`src/rtl/spi_slave_rx.sv`:
```
// spi_slave_rx: SPI mode-0 slave receiver, inputs oversampled in sysClk domain.
// Optional MISO transmit path is compiled in when SPI_TX_EN is defined.
module spi_slave_rx #(
  parameter int SYNC_STAGES    = 2,
  parameter int TIMEOUT_CYCLES = 4096,
  parameter int TO_W           = 12
) (
  input  logic       sysClk,
  input  logic       sysRst_n,
  input  logic       spi_sck,
  input  logic       spi_cs_n,
  input  logic       spi_mosi,
  output logic       spi_miso,
  output logic [7:0] rx_byte,
  output logic       rx_valid,
  output logic       frame_start,
  output logic       frame_end,
  output logic       rx_abort,
  input  logic [7:0] tx_byte,
  input  logic       tx_load,
  output logic       tx_ready,
  output logic       tx_underrun
);

  typedef enum logic [1:0] {
    S_IDLE  = 2'd0,
    S_SHIFT = 2'd1,
    S_STALL = 2'd2
  } state_t;

  localparam logic [TO_W-1:0] TO_LAST = TO_W'(TIMEOUT_CYCLES - 1);

  logic [SYNC_STAGES-1:0] r_sck_sync;
  logic [SYNC_STAGES-1:0] r_cs_sync;
  logic [SYNC_STAGES-1:0] r_mosi_sync;
  logic                   r_sck_d;
  logic                   r_cs_d;

  logic w_sck_s, w_cs_s, w_mosi_s;
  logic w_sck_rise, w_sck_fall;
  logic w_cs_rise, w_cs_fall;

  // CS sync resets low so a CS already low at release never looks like a fall
  always_ff @(posedge sysClk or negedge sysRst_n) begin
    if (!sysRst_n) begin
      r_sck_sync  <= '0;
      r_cs_sync   <= '0;
      r_mosi_sync <= '0;
      r_sck_d     <= 1'b0;
      r_cs_d      <= 1'b0;
    end else begin
      r_sck_sync  <= {r_sck_sync[SYNC_STAGES-2:0], spi_sck};
      r_cs_sync   <= {r_cs_sync[SYNC_STAGES-2:0], spi_cs_n};
      r_mosi_sync <= {r_mosi_sync[SYNC_STAGES-2:0], spi_mosi};
      r_sck_d     <= w_sck_s;
      r_cs_d      <= w_cs_s;
    end
  end

  assign w_sck_s    = r_sck_sync[SYNC_STAGES-1];
  assign w_cs_s     = r_cs_sync[SYNC_STAGES-1];
  assign w_mosi_s   = r_mosi_sync[SYNC_STAGES-1];
  assign w_sck_rise = w_sck_s & ~r_sck_d;
  assign w_sck_fall = ~w_sck_s & r_sck_d;
  assign w_cs_rise  = w_cs_s & ~r_cs_d;
  assign w_cs_fall  = ~w_cs_s & r_cs_d;

  state_t          r_state, w_state_nx;
  logic [2:0]      r_bit_cnt, w_bit_nx;
  logic [TO_W-1:0] r_to_cnt, w_to_nx;
  logic [7:0]      r_rx_shift, w_shift_nx;
  logic [7:0]      r_rx_byte, w_byte_nx;
  logic            r_rx_valid, w_valid_nx;
  logic            r_frame_start, w_fs_nx;
  logic            r_frame_end, w_fe_nx;
  logic            r_rx_abort, w_abort_nx;
  logic            w_byte_done;
  logic            w_start;
  logic            w_timeout;

  assign w_start   = (r_state == S_IDLE) && w_cs_fall;
  assign w_timeout = !(w_sck_rise || w_sck_fall) && (r_to_cnt == TO_LAST);

  always_comb begin
    w_state_nx  = r_state;
    w_bit_nx    = r_bit_cnt;
    w_to_nx     = r_to_cnt;
    w_shift_nx  = r_rx_shift;
    w_byte_nx   = r_rx_byte;
    w_valid_nx  = 1'b0;
    w_fs_nx     = 1'b0;
    w_fe_nx     = 1'b0;
    w_abort_nx  = 1'b0;
    w_byte_done = 1'b0;
    unique case (r_state)
      S_IDLE: begin
        if (w_cs_fall) begin
          w_state_nx = S_SHIFT;
          w_fs_nx    = 1'b1;
          w_bit_nx   = 3'd0;
          w_to_nx    = '0;
        end
      end
      S_SHIFT: begin
        if (w_sck_rise) begin
          w_shift_nx = {r_rx_shift[6:0], w_mosi_s};
          w_bit_nx   = r_bit_cnt + 3'd1;
          if (r_bit_cnt == 3'd7) begin
            w_byte_nx   = {r_rx_shift[6:0], w_mosi_s};
            w_valid_nx  = 1'b1;
            w_byte_done = 1'b1;
          end
        end
        if (w_sck_rise || w_sck_fall) begin
          w_to_nx = '0;
        end else if (!w_timeout) begin
          w_to_nx = r_to_cnt + TO_W'(1);
        end
        // a byte completing on the same cycle as CS rise is still accepted
        if (w_cs_rise) begin
          w_state_nx = S_IDLE;
          w_fe_nx    = 1'b1;
          w_abort_nx = (w_bit_nx != 3'd0);
        end else if (w_timeout) begin
          w_state_nx = S_STALL;
          w_abort_nx = (r_bit_cnt != 3'd0);
        end
      end
      S_STALL: begin
        if (w_cs_rise) begin
          w_state_nx = S_IDLE;
          w_fe_nx    = 1'b1;
        end
      end
      default: w_state_nx = S_IDLE;
    endcase
  end

  always_ff @(posedge sysClk or negedge sysRst_n) begin
    if (!sysRst_n) begin
      r_state       <= S_IDLE;
      r_bit_cnt     <= 3'd0;
      r_to_cnt      <= '0;
      r_rx_shift    <= 8'h00;
      r_rx_byte     <= 8'h00;
      r_rx_valid    <= 1'b0;
      r_frame_start <= 1'b0;
      r_frame_end   <= 1'b0;
      r_rx_abort    <= 1'b0;
    end else begin
      r_state       <= w_state_nx;
      r_bit_cnt     <= w_bit_nx;
      r_to_cnt      <= w_to_nx;
      r_rx_shift    <= w_shift_nx;
      r_rx_byte     <= w_byte_nx;
      r_rx_valid    <= w_valid_nx;
      r_frame_start <= w_fs_nx;
      r_frame_end   <= w_fe_nx;
      r_rx_abort    <= w_abort_nx;
    end
  end

  assign rx_byte     = r_rx_byte;
  assign rx_valid    = r_rx_valid;
  assign frame_start = r_frame_start;
  assign frame_end   = r_frame_end;
  assign rx_abort    = r_rx_abort;

`ifdef SPI_TX_EN
  logic [7:0] r_tx_hold;
  logic [7:0] r_tx_shift;
  logic       r_tx_full;
  logic       r_tx_reload;
  logic       r_tx_under;
  logic       w_tx_take;

  // reload at frame start, and on the first SCK fall after a byte completes
  assign w_tx_take = w_start ||
    ((r_state == S_SHIFT) && r_tx_reload && w_sck_fall);

  always_ff @(posedge sysClk or negedge sysRst_n) begin
    if (!sysRst_n) begin
      r_tx_hold   <= 8'h00;
      r_tx_shift  <= 8'h00;
      r_tx_full   <= 1'b0;
      r_tx_reload <= 1'b0;
      r_tx_under  <= 1'b0;
    end else begin
      r_tx_under <= 1'b0;
      if (w_start) begin
        r_tx_reload <= 1'b0;
      end else if (w_byte_done) begin
        r_tx_reload <= 1'b1;
      end else if (w_tx_take) begin
        r_tx_reload <= 1'b0;
      end
      if (w_tx_take) begin
        if (r_tx_full) begin
          r_tx_shift <= r_tx_hold;
          r_tx_full  <= 1'b0;
        end else begin
          r_tx_shift <= 8'h00;
          r_tx_under <= 1'b1;
        end
      end else if ((r_state == S_SHIFT) && w_sck_fall) begin
        r_tx_shift <= {r_tx_shift[6:0], 1'b0};
      end
      if (tx_load && !r_tx_full) begin
        r_tx_hold <= tx_byte;
        r_tx_full <= 1'b1;
      end
    end
  end

  assign spi_miso    = (r_state == S_SHIFT) && r_tx_shift[7];
  assign tx_ready    = ~r_tx_full;
  assign tx_underrun = r_tx_under;
`else
  logic w_unused_tx;
  assign w_unused_tx = ^{tx_byte, tx_load, w_byte_done, w_start};
  assign spi_miso    = 1'b0;
  assign tx_ready    = 1'b0;
  assign tx_underrun = 1'b0;
`endif

endmodule

```
`config.mk`:
```
export PLATFORM = sky130hd
export DESIGN_NAME = spi_slave_rx
export DESIGN_NICKNAME = d
export VERILOG_FILES = /design/src/rtl/spi_slave_rx.sv
export SDC_FILE = /design/constraint.sdc
export NUM_CORES = 1
export LEC_CHECK = 0
export CAP_MARGIN = 20
export CORE_MARGIN = 2
export CORE_UTILIZATION = 50
export DETAILED_ROUTE_END_ITERATION = 6
export DONT_BUFFER_PORTS = 1
export PLACE_DENSITY_LB_ADDON = 0.25
export RECOVER_POWER = 50
export SLEW_MARGIN = 20
export SYNTH_ARGS = -nofsm -noshare
export SYNTH_HDL_FRONTEND = slang
export SYNTH_SLANG_ARGS = --single-unit
```
`constraint.sdc`:
```
create_clock -name sysClk -period 2.4 [get_ports sysClk]
set_input_delay 0.12 -clock sysClk [delete_from_list [all_inputs] [get_ports sysClk]]
set_output_delay 0.12 -clock sysClk [all_outputs]
set_load 0.005 [all_outputs]
```
# --- After elaboration in Yosys (flattened, before gate mapping) ---
# Cells that the tools add are included.
word_totals:
  output_inout_bits: 15
  wordCells: 68
  in_bits: 14
  ff_bits: 44
classes:
  reduce_logical: 13
  n_eq_ne: 8
  addsub: 2
  bitwise: 8
  mux: 23
ops:
  columns: ["operator", "count"]
  rows:
  - ["two-way mux 12 bit", 3]
  - ["one-hot mux 12 bit (2 select lines)", 1]
  - ["adder 12 x 1 -> 12 bit, second input constant", 1]
  - ["== test 12 bit, second input constant", 1]
  - ["two-way mux 1 bit", 10]
  - ["two-way mux 3 bit", 3]
  - ["AND reduction 3 bit", 3]
  - ["two-way mux 2 bit", 4]
  - ["!= test 3 bit, second input constant", 2]
  - ["one-hot mux 2 bit (3 select lines)", 1]
  - ["one-hot mux 3 bit (2 select lines)", 1]
  - ["nonzero test 3 bit", 2]
  - ["AND 1 bit", 4]
  - ["!= test 2 bit, second input constant", 2]
  - ["inverter 1 bit", 4]
  - ["AND reduction 2 bit", 2]
  - ["adder 3 x 1 -> 3 bit, second input constant", 1]
  - ["== test 3 bit, second input constant", 1]
  - ["== test 2 x 1 -> 1 bit, second input constant", 1]
  - ["== test 2 bit, second input constant", 1]
  - ["logical NOT 2 bit", 1]
  - ["nonzero test 2 bit", 1]
  - ["OR reduction 2 bit", 1]
  - ["logical AND 1 bit", 1]
  - ["other kinds (2)", 2]

# --- Longest topological paths before layout ---
# Gate-level depths: netlist (run 1).
depth:
  ltp_word: 8
  depth_mapped: 8
  mapped_depth_nobuf: 6

# --- Least setup slack after synthesis (run 1) ---
# Ideal clock, no wire load.
synth_path:
  kind: "reg2reg"
  startpoint: "register r_state[0]"
  endpoint: "register r_to_cnt[10]"
  path_stages_with_launch: 9
  setup_slack_ns: 0.725
  t_required_ns: 2.267
  arrival_time_ns: 1.542
  period_less_slack_ns: 1.675
  setup_time_ns: 0.133
  n_path_buf: 2
  path_cell_list: "dfrtp_1 > inv_1 > ha_1 > clkbuf_1 > nor2_1 > a21o_1 > buf_6 > o31ai_1 > o41ai_1"
synth_between:
  elab_chain_len: 3
  elab_cells_between_ends: 7
  cone_classes: "3 x eq/ne; 1 x mux; 3 x reduce/logical"
synth_lines:
  columns: ["item", "line_no", "source"]
  rows:
  - ["start, declared", "68", "state_t r_state, w_state_nx;"]
  - ["start signal, assigned", "151", "r_state <= w_state_nx;"]
  - ["== test 2 x 1 -> 1 bit / logical NOT 2 bit (equally long branches)", "95", "unique case (r_state)"]
  - ["!= test 3 bit (no source line), or another cell as far along", null, null]
  - ["AND reduction 3 bit (no source line)", null, null]
  - ["end signal, assigned", "153", "r_to_cnt <= w_to_nx;"]
  - ["end, declared", "70", "logic [TO_W-1:0] r_to_cnt, w_to_nx;"]
# Parallel ways exist; a longest one is shown, timed or not.
# A chain may end at the register's enable or synchronous reset.

# --- Worst setup path in the final report (run 1) ---
layout_path:
  startpoint: "register r_state[1]"
  endpoint: "register r_to_cnt[10]"
# The elaborated chain is that of the path after synthesis.

==> results of run 1 <==
where the power goes:
group | switching (mW) | internal (mW)
Sequential | 0.0913 | 0.854
Clock | 0.269 | 0.321
Combinational | 0.300 | 0.218
Total | 0.660 | 1.39
flip-flops by register name (all words and copies together) (netlist names):
register and cells:
r_to_cnt 12, rx_byte 8, r_cs_d 1, r_state 2, r_sck_sync 2, rx_abort 1
frame_start 1, r_rx_shift 7, rx_valid 1, r_bit_cnt 3, r_cs_sync 2, frame_end 1
r_mosi_sync 2, r_sck_d 1
through the flow:
step                cells  utilization [%]  worst slack, ps
global placement      232             53.1              431
CTS                   245             57.5              308
global route          245             57.1             89.7
detailed placement    232             53.1              347
finish                245             57.1              276
floorplan             189                -              725
cells by family after synthesis:
| family | count (synthesis) |
|---|---|
| AOI/OAI and AO/OA | 48 |
| adders and majority gates | 9 |
| buffers and inverters | 19 |
| DFF | 44 |
| muxes | 17 |
| other | 1 |
| and+or+nand+nor | 49 |
routing by layer:
layer	part of all wire [%]	vias up	global-route usage [%]	wire, microns
li1	-	695	-	-
met1	45	732	21.9	1760
met2	50	33	29.5	1970
met3	3.9	5	4.39	152
met4	1.2	0	5.88	48
met5	0	-	0	0
worst min path at each step:
stage	endpoint	depth (start not counted)
floorplan	frame_end	0
global placement	r_to_cnt[6]	0
detailed placement	r_to_cnt[7]	0
CTS	r_to_cnt[6]	2
global route	r_sck_sync[0]	1
finish	r_mosi_sync[1]	0
what timing repair did:
| item | 4_1_cts | 5_1_grt |
|---|---|---|
| endpoints found under the hold margin | 47 | 0 |
| hold buffers | 5 | 0 |
| endpoints found under the setup margin | 0 | 0 |
cells in the final DEF (no fill, tap or decap), types with 3 or more instances in the layout:
cell type       n
nor2_1          7
inv_1          12
and2_1          3
clkbuf_8        5
dfrtp_1        44
o31ai_1         9
dlygate4sd3_1   4
o21ai_0         9
a31oi_1         3
ha_1            9
a21oi_1         8
o22ai_1         3
conb_1          3
mux2_2         16
nand2_1        14
nand3_1         4
nor3_1          3
nand2b_1        3
layout make-up:
cell class / instances / area, sq um / area share (%)
sequential: 44 / 1100 / 47.8
multi-input combinational: 126 / 930 / 40.4
clock buffer: 5 / 68.8 / 2.99
tap: 50 / 62.6 / 2.72
clock inverter: 3 / 50.0 / 2.17
timing repair buffer: 5 / 45.0 / 1.96
inverter: 12 / 45.0 / 1.96
==> impl_metrics.json, run 1 <==
{
  "status": "complete, no violations",
  "synth.top_cells.by_area": "dfrtp_1, mux2_2, ha_1, o31ai_1, nand2_1",
  "core-area_sq_um": 4030,
  "final_area_sq_um": 2300,
  "path_class": "flip-flop to flip-flop",
  "grt_pass1_wl_microns": 6790,
  "clk_path_buf_depth": 2,
  "synth_cell_type_count": 47,
  "yosysMostFrequentCell": "dfrtp_1",
  "min-delay-start": "r_mosi_sync[0]",
  "insertion_delay_ps": 300,
  "muxShareOfSynthArea_pct": 9.00,
  "setup_tns_ps": 0,
  "synth_top_area_share_pct": 52.1,
  "path_common_cell": "nand2_1",
  "crit_family": "compound AO/OA/AOI/OAI gates",
  "cp_slowest_cell": "ha_1",
  "drc": 0,
  "nFillCells": 341,
  "maxSlewViolCount": 0,
  "fmax_ghz": 0.471,
  "netlist_area_sq_um": 2110,
  "std_cell_rows": 23,
  "relSlewSlack_pct": 31.5,
  "cp_max_fo": 13,
  "area_delta_synth_final_pct": 8.94,
  "yosysWarnings": 0,
  "vias_per_cell": 5.98,
  "synth_adder_area_share_pct": 5.33,
  "final_nets": 217,
  "routedWlPerCell_microns": 16.0,
  "ys_ff_latch": 44,
  "post_cts_buffers": 0,
  "cp-start-kind": "flip-flop",
  "grt_pass1_vias": 1460,
  "hold-worst-slack_ps": 357,
  "ctsResizeCount": 0,
  "rsz0062_at_grt": "no",
  "antenna_cells": 0,
  "yosysTopAreaCell": "dfrtp_1",
  "clock-sinks": 44,
  "synth_compound_gate_area_share_pct": 15.5,
  "placed_area_sq_um": 2140,
  "critical-path-max-stage-delay_ps": 440,
  "fp.dieW_microns": 69.0,
  "num_vias": 1465,
  "power.leakage_nw": 1.07,
  "finalCritPeriodShare_pct": 88.5,
  "grt_usage_pct": 17.5,
  "place_congestion": 0.905,
  "path_depth": 6,
  "root_buffer": "clkbuf_8",
  "wirelength_microns": 3930,
  "drive_gt1_share_pct": 16.4,
  "r2r-start": "r_state[1]",
  "cts_tree": "built",
  "path_cells": "inv_1 -> ha_1 -> nand2_1 -> a21oi_1 -> nand2_1 -> o41ai_1",
  "rr_worst_depth": 6,
  "initial_core_util_pct": 52.5,
  "firstDrtPassIters": 4,
  "drv_cap": 0,
  "startpoint": "r_state[1]",
  "crit_required_ps": 2590,
  "seq_area_frac_synth_pct": 52.1,
  "die-area_sq_um": 4760,
  "synth-simple-area-share_pct": 13.6,
  "avgSynthCellArea_sq_um": 11.3,
  "tightest_slew_ps": 1030,
  "rr_endpoint": "r_to_cnt[10]",
  "io_pins": 29,
  "synth_top_family_by_area": "compound AO/OA/AOI/OAI gates",
  "hold_viol": 0,
  "portBuffers": 0,
  "finalSetupViolCount": 0,
  "finalCriticalPeriod_ps": 2120,
  "cts-buffers-inserted": 5,
  "grt-ovfl-total": 0,
  "arrival_ps": 2310,
  "grt_antenna_before_repair": 0,
  "ir_worst_vdd_v": 0.000582,
  "p_total_mw": 2.05,
  "drtAntennaViolNets": 0,
  "r2r_setup_slack_ps": 280,
  "path_buf_inv": 1,
  "postSynthCellCount": 187,
  "skew_ps": 7.30,
  "dp_hpwl_microns": 2660,
  "crit_end": "r_to_cnt[10]",
  "synth_ff_type": "dfrtp_1",
  "hold_path_class": "flip-flop to flip-flop",
  "grt_max_degree": 45,
  "power.density_nw_per_um2": 892,
  "synthTopCellsByCount": "dfrtp_1, mux2_2, nand2_1",
  "synth_xor_area_share_pct": 0,
  "clkTransAtPathRegs_ps": 90,
  "htree_levels": 2,
  "endpoint_kind": "flip-flop",
  "synth_edf_count": 0,
  "drt_iter0_markers": 73,
  "die_y_microns": 69.0,
  "async_flop_share_pct": 100
}
(Power assumes the default switching activity.)
==> inputs of run 2 (changes only) <==
==> constraint.sdc (replaced) <==
create_clock -name sysClk -period 2.4 [get_ports sysClk]
set_input_delay 0.24 -clock sysClk [delete_from_list [all_inputs] [get_ports sysClk]]
set_output_delay 0.24 -clock sysClk [all_outputs]
set_load 0.005 [all_outputs]
==> impl_metrics.json, run 2 (synthesis results as in run 1) <==
{
  "power.leakage_nw": 1.05,
  "grt_max_degree": 45,
  "place_congestion": 0.901,
  "mostFrequentLayoutCells": "dfrtp_1, mux2_2, nand2_1",
  "hold_path_class": "flip-flop to flip-flop",
  "cts-buffers-inserted": 5,
  "drv_cap": 0,
  "placed_area_sq_um": 2140,
  "io_pins": 29,
  "wirelength_microns": 3760,
  "root_buffer": "clkbuf_8",
  "initial_core_util_pct": 52.5,
  "drive_gt1_share_pct": 15.9,
  "cts_tree": "built",
  "final_common_cell": "dfrtp_1",
  "finalCriticalPeriod_ps": 2070,
  "fp.dieW_microns": 69.0,
  "clock-sinks": 44,
  "tightest_slew_ps": 1040,
  "largest_reg_flops": 12,
  "clk_path_buf_depth": 2,
  "fmax_ghz": 0.483,
  "arrival_ps": 2250,
  "antenna_cells": 0,
  "grt-ovfl-total": 0,
  "power.density_nw_per_um2": 840,
  "relSlewSlack_pct": 31.0,
  "grt_pass1_wl_microns": 6780,
  "largest_register": "r_to_cnt",
  "finalSetupViolCount": 0,
  "setup_tns_ps": 0,
  "insertion_delay_ps": 300,
  "drc": 0,
  "final_nets": 217,
  "rsz0062_at_grt": "no",
  "path_class": "flip-flop to flip-flop",
  "firstDrtPassIters": 4,
  "htree_levels": 2,
  "path_cells": "inv_1 -> ha_1 -> nand2_1 -> a21oi_1 -> nand2_1 -> o41ai_1",
  "setup_slack_ps": 331,
  "crit_required_ps": 2580,
  "fin_util_pct": 56.4,
  "portBuffers": 0,
  "std_cell_rows": 23,
  "r2r_setup_slack_ps": 330,
  "core-area_sq_um": 4030,
  "routedWlPerCell_microns": 15.4,
  "dp_hpwl_microns": 2640,
  "skew_ps": 8.16,
  "grt_usage_pct": 17.4,
  "maxSlewViolCount": 0,
  "die-area_sq_um": 4760,
  "clkTransAtPathRegs_ps": 90,
  "grt_pass1_vias": 1514,
  "die_y_microns": 69.0,
  "cp_slowest_cell": "dfrtp_1",
  "dp_slack_ps": 349,
  "final_area_sq_um": 2270,
  "finalCritPeriodShare_pct": 86.2,
  "grt_antenna_before_repair": 0,
  "drt_iter0_markers": 57,
  "ir_worst_vdd_v": 0.000599,
  "drtAntennaViolNets": 0,
  "area_delta_synth_final_pct": 7.52,
  "hold_viol": 0,
  "endpoint_kind": "flip-flop",
  "critical-path-max-stage-delay_ps": 400,
  "vias_per_cell": 5.83,
  "status": "complete, no violations",
  "cp-start-kind": "flip-flop",
  "path_common_cell": "nand2_1",
  "ctsResizeCount": 0,
  "num_vias": 1428,
  "cp_max_fo": 13
}
-- run 2: cell types whose count changed in the layout (fill, tap and decap cells not counted) --
| cell | previous run | this run |
|---|---|---|
| inv_8 | 1 | 0 |
| inv_6 | 1 | 0 |
| clkinvlp_4 | 0 | 1 |
| clkbuf_1 | 0 | 1 |
| bufinv_16 | 1 | 0 |
| clkinv_4 | 0 | 1 |
-- run 2: through the flow --
stage / cells / total power, mW / hold slack (ps)
2_1_floorplan: 189 / 1.36 / -55.6
6_report: 245 / 1.91 / 361
3_5_place_dp: 232 / 1.45 / -54.0
4_1_cts: 245 / 1.93 / 365
3_3_place_gp: 232 / 1.42 / -54.4
5_1_grt: 245 / 2.04 / 370
-- run 2: routing by layer --
metal / track usage [%] / part of all wire (%)
met2: 30.0 / 49
met1: 21.6 / 45
met5: 0 / 0
met3: 4.82 / 4.7
met4: 4.58 / 1.2
-- run 2: timing repair --
item                      CTS  global route
setup buffers               0             0
hold endpoints to repair   47             0
hold buffers                5             0
-- run 2: path summary, 6_finish.rpt --
kind                       cells past startpoint    startpoint           end
max                                            6    r_state[1]  r_to_cnt[10]
min                                            0  r_cs_sync[0]  r_cs_sync[1]
max reg2reg                                    6    r_state[1]  r_to_cnt[10]
min reg2reg                                    0  r_cs_sync[0]  r_cs_sync[1]
max in group asynchronous                      2      sysRst_n      rx_abort
min in group asynchronous                      2      sysRst_n  r_to_cnt[11]
-- run 2: final cells by class --
type                    instances  area [sq um]
clock buffers                   6          72.6
clock inverters                 2          16.3
fillers                       354          1760
inverters                      12          45.0
multi-input cells             126           930
flip-flops and latches         44          1100
well taps                      50          62.6
repair buffers                  5          45.0
-- run 2: worst max-delay path: cells and delay by family, from the launching register on --
kind / cells / cell delay [ps]
fa+ha+maj: 1 / 390
simple gates: 2 / 400
buf+inv: 1 / 120
flops: 1 / 400
compound gates: 2 / 640
-- run 2: power by group --
part / total, mW / leakage, nW / switching (mW) / internal [mW]
Clock: 0.459 / 0.0414 / 0.252 / 0.207
Sequential: 0.940 / 0.578 / 0.0860 / 0.854
Combinational: 0.509 / 0.429 / 0.292 / 0.217
Total: 1.91 / 1.05 / 0.630 / 1.28
==> inputs of run 3 (changes only) <==
==> constraint.sdc (replaced) <==
create_clock -name sysClk -period 1.8 [get_ports sysClk]
set_input_delay 0.18 -clock sysClk [delete_from_list [all_inputs] [get_ports sysClk]]
set_output_delay 0.18 -clock sysClk [all_outputs]
set_load 0.005 [all_outputs]
==> impl_metrics.json, run 3 (synthesis results as in run 1) <==
{
  "drt_iter0_markers": 125,
  "finalSetupViolCount": 0,
  "routedWlPerCell_microns": 16.0,
  "tightest_slew_ps": 1040,
  "power.density_nw_per_um2": 1170,
  "die_y_microns": 69.0,
  "rsz0062_at_grt": "yes",
  "grt_pass1_vias": 1519,
  "drive_gt1_share_pct": 23.5,
  "insertion_delay_ps": 290,
  "clkTransAtPathRegs_ps": 80,
  "endpoint_kind": "flip-flop",
  "root_buffer": "clkbuf_8",
  "drtAntennaViolNets": 0,
  "ir_worst_vdd_v": 0.000673,
  "status": "complete, no violations",
  "power.leakage_nw": 1.12,
  "drc": 0,
  "largest_reg_flops": 12,
  "antenna_cells": 0,
  "final_common_cell": "dfrtp_1",
  "skew_ps": 6.60,
  "post_cts_buffers": 0,
  "finalCriticalPeriod_ps": 1700,
  "initial_core_util_pct": 52.5,
  "cp-start-kind": "flip-flop",
  "portBuffers": 0,
  "grt_pass1_wl_microns": 7200,
  "placed_area_sq_um": 2210,
  "core-area_sq_um": 4030,
  "firstDrtPassIters": 4,
  "relSlewSlack_pct": 30.5,
  "maxSlewViolCount": 0,
  "arrival_ps": 1890,
  "dp_hpwl_microns": 2860,
  "largest_register": "r_to_cnt",
  "grt_usage_pct": 19.0,
  "hold_path_class": "flip-flop to flip-flop",
  "fin_util_pct": 60.0,
  "final_nets": 226,
  "crit_required_ps": 1990,
  "finalCritPeriodShare_pct": 94.2,
  "place_congestion": 0.849,
  "nFillCells": 347,
  "vias_per_cell": 5.89,
  "io_pins": 29,
  "drv_cap": 0,
  "fmax_ghz": 0.590,
  "grt_antenna_before_repair": 0,
  "wirelength_microns": 4070,
  "std_cell_rows": 23,
  "die-area_sq_um": 4760,
  "mostFrequentLayoutCells": "dfrtp_1, mux2_2, nand2_1",
  "num_vias": 1497,
  "cp_max_fo": 6,
  "hold_viol": 0,
  "grt_max_degree": 45,
  "path_class": "flip-flop to flip-flop",
  "cts_tree": "built",
  "grt-ovfl-total": 0,
  "htree_levels": 2,
  "clock-sinks": 44,
  "cts-buffers-inserted": 5,
  "final_area_sq_um": 2420,
  "clk_path_buf_depth": 2,
  "fp.dieW_microns": 69.0,
  "area_delta_synth_final_pct": 14.3
}
[run 3: repair_timing]
action	CTS	global route
hold endpoints to repair	47	0
hold buffers	5	0
endpoints found under the setup margin	10	11
gates cloned	0	0
gates resized for setup	2	7
[run 3: area by class of cell]
class	count	area, sq um	area share [%]
clock buffers	6	82.6	3.42
clock inverters	2	38.8	1.61
inverters	12	45.0	1.86
multi-input cells	126	973	40.3
flip-flops and latches	44	1100	45.6
well taps	50	62.6	2.59
repair buffers	14	113	4.66
[run 3: critical path, cell delays in order, from the launching register on]
cell	delay, ps
dfrtp_1	440
ha_1	230
ha_1	320
nor2_1	60
a311o_1	330
a21boi_0	220
[run 3: metrics by stage]
stage          hold WS, ps  setup slack, ps  std cells  power, mW  TNS [ps]
6_report               361              105        254       2.83         0
5_1_grt                370            -6.85        254       3.02     -7.74
4_1_cts                349             34.1        254       2.83         0
3_5_place_dp          -114            -32.4        241       2.00      -187
3_3_place_gp          -114             83.3        241       1.94         0
2_1_floorplan         -116              125        189       1.81         0
[run 3: layer usage]
| metal | up-vias | global-route usage, % | share of wire [%] |
|---|---|---|---|
| met5 | - | 0 | 0 |
| met4 | 0 | 6.97 | 1.2 |
| met3 | 6 | 4.53 | 4.3 |
| met2 | 37 | 31.1 | 51 |
| met1 | 747 | 24.5 | 44 |
| li1 | 707 | - | - |
[run 3: worst paths after layout]
check / to / depth (start not counted) / start / slack [ps]
worst max-delay path: rx_abort / 5 / r_bit_cnt[0] / 100
worst min-delay path: r_cs_sync[1] / 0 / r_cs_sync[0] / 360
worst max register to register: rx_abort / 5 / r_bit_cnt[0] / 100
worst min register to register: r_cs_sync[1] / 0 / r_cs_sync[0] / 360
max in group asynchronous: rx_byte[6] / 2 / sysRst_n / 550
min in group asynchronous: r_to_cnt[6] / 2 / sysRst_n / 600
[run 3: power by group]
part | internal [mW] | switching (mW) | leakage (nW)
clock | 0.453 | 0.327 | 0.0614
sequential | 1.14 | 0.118 | 0.578
combinational | 0.361 | 0.434 | 0.479
